File: config.mk
export PLATFORM = sky130hd
export DESIGN_NAME = uart_tx_top
export DESIGN_NICKNAME = d
export VERILOG_FILES = /design/src/rtl/uart_pkg.sv /design/src/rtl/uart_parity_calc.sv /design/src/rtl/uart_tx_top.sv
export SDC_FILE = /design/constraint.sdc
export NUM_CORES = 1
export LEC_CHECK = 0
export ABC_AREA = 1
export BUFFER_PORTS_ARGS = -buffer_cell sky130_fd_sc_hd__buf_2
export CORE_ASPECT_RATIO = 0.7
export CORE_MARGIN = 1
export CORE_UTILIZATION = 38
export DETAILED_ROUTE_END_ITERATION = 16
export MAX_ROUTING_LAYER = met4
export SYNTH_ARGS = -nofsm -noshare
export SYNTH_HDL_FRONTEND = slang
export SYNTH_SLANG_ARGS = --single-unit
File: constraint.sdc
create_clock -name CLK -period 2.5 [get_ports CLK]
set_input_delay 0.5 -clock CLK [delete_from_list [all_inputs] [get_ports CLK]]
set_output_delay 0.5 -clock CLK [all_outputs]
set_load 0.01 [all_outputs]
File: src/rtl/uart_pkg.sv
// Shared UART definitions: FSM state encoding, frame sizes and parity encodings
// used by both the transmitter and the receiver.
package uart_pkg;

    typedef enum logic [2:0] {
        ST_IDLE,
        ST_START,
        ST_DATA,
        ST_PARITY,
        ST_STOP
    } uart_state_t;

    localparam int unsigned UART_DATA_BITS   = 8;
    localparam int unsigned FRAME_LEN_NOPAR  = 10;
    localparam int unsigned FRAME_LEN_PAR    = 11;

    localparam logic PAR_EVEN = 1'b0;
    localparam logic PAR_ODD  = 1'b1;

endpackage

File: src/rtl/uart_parity_calc.sv
// Combinational parity generator: even parity is the XOR of the payload,
// odd parity its inverse. Shared with the receiver's parity checker.
module uart_parity_calc
    import uart_pkg::*;
#(
    parameter int WIDTH = UART_DATA_BITS
) (
    input  logic [WIDTH-1:0] data,
    input  logic             par_typ,
    output logic             par_bit
);

    assign par_bit = (^data) ^ (par_typ == PAR_ODD);

endmodule

File: src/rtl/uart_tx_top.sv
// UART transmitter: start bit, DATA_WIDTH bits LSB first, optional parity,
// one stop bit; each bit lasts the latched prescale (min 2) clocks.
module uart_tx_top
    import uart_pkg::*;
#(
    parameter int DATA_WIDTH     = UART_DATA_BITS,
    parameter int PRESCALE_WIDTH = 6
) (
    input  logic                      CLK,
    input  logic                      RST,
    input  logic [DATA_WIDTH-1:0]     P_DATA,
    input  logic                      DATA_VLD,
    input  logic                      PAR_EN,
    input  logic                      PAR_TYP,
    input  logic [PRESCALE_WIDTH-1:0] prescale,
    output logic                      TX_OUT,
    output logic                      BUSY
);

    localparam int IDX_W = (DATA_WIDTH > 1) ? $clog2(DATA_WIDTH) : 1;
    localparam logic [IDX_W-1:0] IDX_LAST = IDX_W'(DATA_WIDTH - 1);

    uart_state_t               state, state_next;
    logic [PRESCALE_WIDTH-1:0] timer, timer_next;
    logic [IDX_W-1:0]          idx, idx_next;

    logic [DATA_WIDTH-1:0]     data_q;
    logic                      par_en_q;
    logic                      par_q;
    logic [PRESCALE_WIDTH-1:0] ps_q;

    logic                      par_calc;
    logic [PRESCALE_WIDTH-1:0] ps_clamped;
    logic                      accept;
    logic                      bit_last;
    logic                      tx_next;
    logic                      busy_next;

    uart_parity_calc #(
        .WIDTH(DATA_WIDTH)
    ) u_parity (
        .data   (P_DATA),
        .par_typ(PAR_TYP),
        .par_bit(par_calc)
    );

    assign ps_clamped = (prescale < PRESCALE_WIDTH'(2)) ? PRESCALE_WIDTH'(2) : prescale;
    assign accept     = (state == ST_IDLE) && DATA_VLD;
    assign bit_last   = (timer == (ps_q - PRESCALE_WIDTH'(1)));

    // TX_OUT/BUSY are registered from the next-state decode, so the pin
    // changes on the same edge as the state and never sees a comb path.
    always_ff @(posedge CLK) begin
        if (RST) begin
            state  <= ST_IDLE;
            timer  <= '0;
            idx    <= '0;
            TX_OUT <= 1'b1;
            BUSY   <= 1'b0;
        end else begin
            state  <= state_next;
            timer  <= timer_next;
            idx    <= idx_next;
            TX_OUT <= tx_next;
            BUSY   <= busy_next;
        end
    end

    always_ff @(posedge CLK) begin
        if (!RST && accept) begin
            data_q   <= P_DATA;
            par_en_q <= PAR_EN;
            par_q    <= par_calc;
            ps_q     <= ps_clamped;
        end
    end

    always_comb begin
        state_next = state;
        timer_next = timer;
        idx_next   = idx;
        case (state)
            ST_IDLE: begin
                timer_next = '0;
                idx_next   = '0;
                if (accept) state_next = ST_START;
            end
            default: begin
                if (bit_last) begin
                    timer_next = '0;
                    case (state)
                        ST_START:  state_next = ST_DATA;
                        ST_DATA: begin
                            if (idx == IDX_LAST) begin
                                idx_next   = '0;
                                state_next = par_en_q ? ST_PARITY : ST_STOP;
                            end else begin
                                idx_next = idx + IDX_W'(1);
                            end
                        end
                        ST_PARITY: state_next = ST_STOP;
                        default:   state_next = ST_IDLE;
                    endcase
                end else begin
                    timer_next = timer + PRESCALE_WIDTH'(1);
                end
            end
        endcase
    end

    always_comb begin
        busy_next = (state_next != ST_IDLE);
        case (state_next)
            ST_START:  tx_next = 1'b0;
            ST_DATA:   tx_next = data_q[idx_next];
            ST_PARITY: tx_next = par_q;
            default:   tx_next = 1'b1;
        endcase
    end

endmodule

After elaboration in Yosys (flattened, before gate mapping)

Cells that the tools add are included.

Register bits: 30
Input bits: 19
Output and inout bits: 2
Word-level logic and storage cells: 43

Add/subtract/negate cells: 3
Magnitude comparators: 2
Eq/ne operators: 8
Multiplexer cells: 13
Bitwise operators: 1
Reduce and logical (&&, ||, !) cells: 7

Operator list:

| operator                                                   | number |
|---|---|
| 2-to-1 mux 3 bit                                           | 9 |
| == test 3 x 2 -> 1 bit, second input constant              | 4 |
| case mux 3 bit (3 select lines)                            | 1 |
| parity 8 bit                                               | 1 |
| adder 6 x 1 -> 6 bit, second input constant                | 1 |
| == test 3 x 1 -> 1 bit, second input constant              | 2 |
| == test 6 bit                                              | 1 |
| less-than comparator 6 x 2 -> 1 bit, second input constant | 1 |
| subtractor 6 x 1 -> 6 bit, second input constant           | 1 |
| less-than comparator 3 x 4 -> 1 bit, second input constant | 1 |
| adder 3 x 1 -> 3 bit, second input constant                | 1 |
| binary-select mux 1 bit (select 3 bit)                     | 1 |
| == test 3 bit, second input constant                       | 1 |
| logical NOT 3 bit                                          | 1 |
| case mux 1 bit (3 select lines)                            | 1 |
| nonzero test 3 bit                                         | 1 |
| OR reduction 3 bit                                         | 1 |
| logical AND 1 bit                                          | 2 |
| logical NOT 1 bit                                          | 1 |
| 2-to-1 mux 1 bit                                           | 1 |
| bitwise XOR 1 bit                                          | 1 |

Depth between registers and ports, before layout

Depth after elaboration: 8
Gate-level depth with buffers: 16

By module

A second synthesis with hierarchy kept.

Cells, all modules: 227
Area, all modules: 1,691.6 sq um

By module, submodules not included:

| module           | instances | cells an instance | area an instance (sq um) | sequential area each (sq um) |
|---|---|---|---|---|
| uart_tx_top      | 1         | 189               | 1,527.7                  | 760.7 |
| uart_parity_calc | 1         | 38                | 163.9                    | 0.0 |

Least setup slack after synthesis

No wires, ideal clock.

Kind: flip-flop to flip-flop
Start: register ps_q[0]
End: register TX_OUT
Library setup time: 0.115 ns
Arrival time: 1.763 ns
Required time: 2.385 ns
Path slack: 0.622 ns
Stages on the path, launching flop included: 15
Buffers on the path: 0
Period minus slack after synthesis: 1.878 ns
Path through: edfxtp_1 inv_2 ha_1 nand2_1 nand2_1 nor2_1 nand3_2 nor2_4 nand3_4 nor2_2 nand2_1 nand3_2 nor2_1 nor3_2 nand2_1

Longest elaborated chain between the ends: 7

Ends and longest elaborated chain:

| what                                   | RTL line           | text |
|---|---|---|
| start: declaration                     | uart_tx_top.sv:30  | `logic [PRESCALE_WIDTH-1:0] ps_q;` |
| start signal: assignment               | uart_tx_top.sv:74  | `ps_q <= ps_clamped;` |
| subtractor 6 x 1 -> 6 bit *            | uart_tx_top.sv:49  | `assign bit_last = (timer == (ps_q - PRESCALE_WIDTH'(1)));` |
| == test 6 bit *                        | uart_tx_top.sv:49  |  |
| 2-to-1 mux 3 bit                       | uart_tx_top.sv:89  | `if (bit_last) begin` |
| 2-to-1 mux 3 bit                       | uart_tx_top.sv:82  | `case (state)` |
| binary-select mux 1 bit (select 3 bit) | uart_tx_top.sv:115 | `ST_DATA: tx_next = data_q[idx_next];` |
| 2-to-1 mux 1 bit (not written as such) | uart_tx_top.sv:115 |  |
| case mux 1 bit (3 select lines) *      | uart_tx_top.sv:113 | `case (state_next)` |
| end signal: assignment                 | uart_tx_top.sv:64  | `TX_OUT <= tx_next;` |
| end: declaration                       | uart_tx_top.sv:16  | `output logic TX_OUT,` |

Every way passes the cells marked *; elsewhere a longest branch is shown, timed or not. The select of a mux whose other input is x is not followed.
A chain may end at the register's enable or synchronous reset.

Worst setup path after layout

Ends and elaborated chain as after synthesis.

==> impl_metrics.prom <==
# TYPE chip_impl_metric gauge
chip_impl_metric{name="viasPerCell",unit=""} 4.59
chip_impl_metric{name="wl_per_cell",unit="µm"} 11.0
chip_impl_metric{name="totalPowerFinal",unit="mW"} 1.05
chip_impl_metric{name="detailedRoute.firstPassIterationCount",unit=""} 4
chip_impl_metric{name="crit_fanout",unit=""} 7
chip_impl_metric{name="setup_viol_count_final",unit=""} 0
chip_impl_metric{name="place_worst_setup_slack",unit="ns"} 0.389
chip_impl_metric{name="syn_inst",unit=""} 203
chip_impl_metric{name="portBuffers",unit=""} 20
chip_impl_info{name="clock-root-buffer",value="clkbuf_8"} 1
chip_impl_metric{name="core-area",unit="mm²"} 0.00404
chip_impl_metric{name="fmax",unit="GHz"} 0.476
chip_impl_metric{name="flow.area_growth_from_synthesis",unit="%"} 14.4
chip_impl_metric{name="multi_input_gate_area",unit="µm²"} 724
chip_impl_metric{name="postLayoutSetupSlackWorst",unit="ns"} 0.399
chip_impl_metric{name="critPathMaxStageDelay",unit="ns"} 0.40
chip_impl_metric{name="grt_pass1_vias",unit=""} 1185
chip_impl_metric{name="global_route.usage.total",unit=""} 0.163
chip_impl_info{name="critical_path.top_delay_family",value="simple AND/OR/NAND/NOR gates"} 1
chip_impl_metric{name="seq_area_frac_synth",unit=""} 0.462
chip_impl_metric{name="cts_buffer_depth",unit=""} 2
chip_impl_metric{name="detail_route.drc_violations",unit=""} 0
chip_impl_metric{name="layout-drive-gt1-share",unit=""} 0.216
chip_impl_metric{name="clock_insertion_delay_at_the_later_pin_of_the_skew_report",unit="ns"} 0.28
chip_impl_metric{name="antenna_found_initial",unit=""} 0
chip_impl_metric{name="final_antenna_net_count",unit=""} 0
chip_impl_metric{name="path_clk_slew",unit="ns"} 0.07
chip_impl_metric{name="quantity_of_hold_fixing_buffers_added_after_cts",unit=""} 0
chip_impl_metric{name="synth_nets",unit=""} 226
chip_impl_metric{name="maxCapViolations",unit=""} 0
chip_impl_metric{name="final_max_slew_violation_count",unit=""} 0
chip_impl_metric{name="cts_setup_buffers",unit=""} 0
chip_impl_metric{name="fp.dieArea",unit="mm²"} 0.00460
chip_impl_metric{name="aggregate_negative_setup_slack",unit="ns"} 0
chip_impl_metric{name="fill_cells",unit=""} 409
chip_impl_metric{name="worst_slew_pin_slew",unit="ns"} 0.540
chip_impl_info{name="grt_setup_unrepaired",value="false"} 1
chip_impl_metric{name="final_period_minus_worst_setup_slack",unit="ns"} 2.10
chip_impl_metric{name="floorplan.rows",unit=""} 19
chip_impl_metric{name="clock_tree.htree_level_count",unit=""} 2
chip_impl_info{name="start_kind",value="flop"} 1
chip_impl_metric{name="finClkSkew",unit="ns"} 0.00670
chip_impl_metric{name="postSynthAreaPerCell",unit="µm²"} 8.11
chip_impl_metric{name="worstPathRequired",unit="ns"} 2.68
chip_impl_info{name="status",value="complete, no violations"} 1
chip_impl_info{name="critPathKind",value="flop to flop"} 1
chip_impl_metric{name="routed_wl",unit="µm"} 3070
chip_impl_metric{name="crit_arrival",unit="ns"} 2.28
chip_impl_metric{name="synth.yosys.warnings",unit=""} 0
chip_impl_metric{name="die_x",unit="µm"} 80.7
chip_impl_metric{name="fin_util",unit=""} 0.466
chip_impl_metric{name="min_period_over_period",unit=""} 0.840
chip_impl_info{name="hp-class",value="input pin to flop"} 1
chip_impl_info{name="cts_tree",value="done"} 1
chip_impl_metric{name="globalRoute.totalOverflow",unit=""} 0
chip_impl_metric{name="antennaDiodeCount",unit=""} 0
chip_impl_info{name="worstSetupEndpointType",value="flop"} 1
chip_impl_metric{name="dr_total_vias",unit=""} 1282
chip_impl_metric{name="netlist-cell-type-count",unit=""} 27
chip_impl_metric{name="numCtsBuffers",unit=""} 5
chip_impl_info{name="cpMaxStageDelayCell",value="edfxtp_1"} 1
chip_impl_metric{name="detailed_placement_hpwl",unit="µm"} 2390
chip_impl_metric{name="slew_headroom",unit=""} 0.638
chip_impl_metric{name="sequential_cell_area",unit="µm²"} 761
chip_impl_metric{name="nNetsFinal",unit=""} 249
chip_impl_metric{name="numClockSinks",unit=""} 30
chip_impl_metric{name="boundaryPins",unit=""} 21
chip_impl_metric{name="finalHoldWorstSlack",unit="ns"} 0.392
chip_impl_metric{name="cp.buffers_inverters",unit=""} 2
chip_impl_metric{name="die_h",unit="µm"} 57.1
chip_impl_metric{name="gates_resized_cts_repair",unit=""} 0
chip_impl_metric{name="ir_worst_vdd",unit="V"} 0.000373
chip_impl_metric{name="p_leak",unit="nW"} 0.854
chip_impl_metric{name="synth.cell_area",unit="mm²"} 0.00165
chip_impl_metric{name="p_per_area",unit="mW/mm²"} 555
chip_impl_metric{name="drt_first_iter_violations",unit=""} 102
chip_impl_metric{name="initial_utilization",unit=""} 0.407
chip_impl_metric{name="grt_pass1_wl",unit="µm"} 5330
chip_impl_metric{name="grt_start_max_net_pins",unit=""} 13
chip_impl_metric{name="final_hold_viol_count",unit=""} 0
chip_impl_metric{name="place.gp.congestion",unit=""} 0.820
chip_impl_info{name="path_cells",value="inv_2 -> ha_1 -> nand2_1 -> nand2_1 -> nor2_1 -> nand3_2 -> nor2_4 -> nand3_4 -> inv_2 -> nand2_1 -> o21ai_0 -> nand2_1 -> nor3_2 -> nand2_1"} 1
chip_impl_info{name="crit_path_frequent_cell",value="nand2_1"} 1
chip_impl_metric{name="synth.ff_latch_count",unit=""} 30
## synthesized netlist by cell type (all sizes together)
| cell | count | area, µm² |
|---|---|---|
| a21oi | 1 | 5.00 |
| clkbuf | 5 | 18.8 |
| dfxtp | 14 | 280 |
| edfxtp | 16 | 480 |
| ha | 4 | 50.1 |
| inv | 38 | 143 |
| nand2 | 42 | 170 |
| nand3 | 22 | 143 |
| nand4 | 6 | 43.8 |
| nor2 | 30 | 130 |
| nor3 | 4 | 25.0 |
| nor3b | 2 | 15.0 |
| o211ai | 1 | 7.51 |
| o21ai | 7 | 38.8 |
| xnor2 | 3 | 26.3 |
| xor2 | 8 | 70.1 |
## cell families (layout without fill, tap and decap cells)
family,count (synthesis),in the layout,share of synthesized area
DFF,30,30,0.462
buffers and inverters,43,67,0.0980
AOI/OAI and AO/OA,9,9,0.0311
xor gates and xnor gates,11,11,0.0585
adders and majority gates,4,4,0.0304
and+or+nand+nor,106,106,0.320
## registers in the layout, summed over array words and instances (netlist names)
name      count
data_q        8
TX_OUT        1
idx           3
ps_q          6
par_en_q      1
timer         6
par_q         1
state         3
BUSY          1
## metrics by stage
stage / std cells / cell area, µm²
3_3_place_gp: 271 / 1800
2_1_floorplan: 203 / 1650
5_1_grt: 279 / 1880
3_5_place_dp: 271 / 1800
6_report: 279 / 1880
4_1_cts: 279 / 1880
## worst register-to-register path: cells and delay by family, from the launching register on
| family | cells | cell delay, ns |
|---|---|---|
| adders and majority gates | 1 | 0.25 |
| DFF | 1 | 0.40 |
| buffers and inverters | 2 | 0.23 |
| AOI/OAI and AO/OA | 1 | 0.14 |
| and+or+nand+nor | 10 | 0.97 |
## per-layer routing
layer / up-vias / share of wire / track usage
li1: 689 / - / -
met1: 574 / 0.57 / 0.236
met2: 17 / 0.40 / 0.212
met3: 2 / 0.032 / 0.0528
met4: 0 / 0.0049 / 0.0536
met5: - / 0 / -
## power breakdown
part / switching (mW) / internal, mW
Sequential: 0.0116 / 0.544
Clock: 0.174 / 0.192
Combinational: 0.0751 / 0.0479
Total: 0.261 / 0.785
## final timing paths
path              endpoint  slack [ns]     start  cells after the start
setup / recovery    TX_OUT        0.40   ps_q[0]                     14
hold / removal    par_en_q        0.39    PAR_EN                      1
setup reg to reg    TX_OUT        0.40   ps_q[0]                     14
hold reg to reg   timer[0]        0.50  timer[0]                      1
## layout by cell type, fill, tap and decap left out, types with 5 or more instances in the layout
cell type and count:
buf_2 20, clkbuf_8 5, dfxtp_1 14, edfxtp_1 16, inv_1 33, inv_2 5
nand2_1 39, nand3_1 17, nand4_1 5, nor2_1 25, o21ai_0 5, xor2_1 8
## area by class of cell
| type | instances | share of cell area |
|---|---|---|
| clock buffers | 6 | 0.0385 |
| clock inverters | 2 | 0.00532 |
| inverters | 38 | 0.0757 |
| multi-input cells | 130 | 0.385 |
| flip-flops and latches | 30 | 0.404 |
| well taps | 52 | 0.0346 |
| repair buffers | 21 | 0.0571 |
Note: power is estimated with default switching activity, not from simulation.
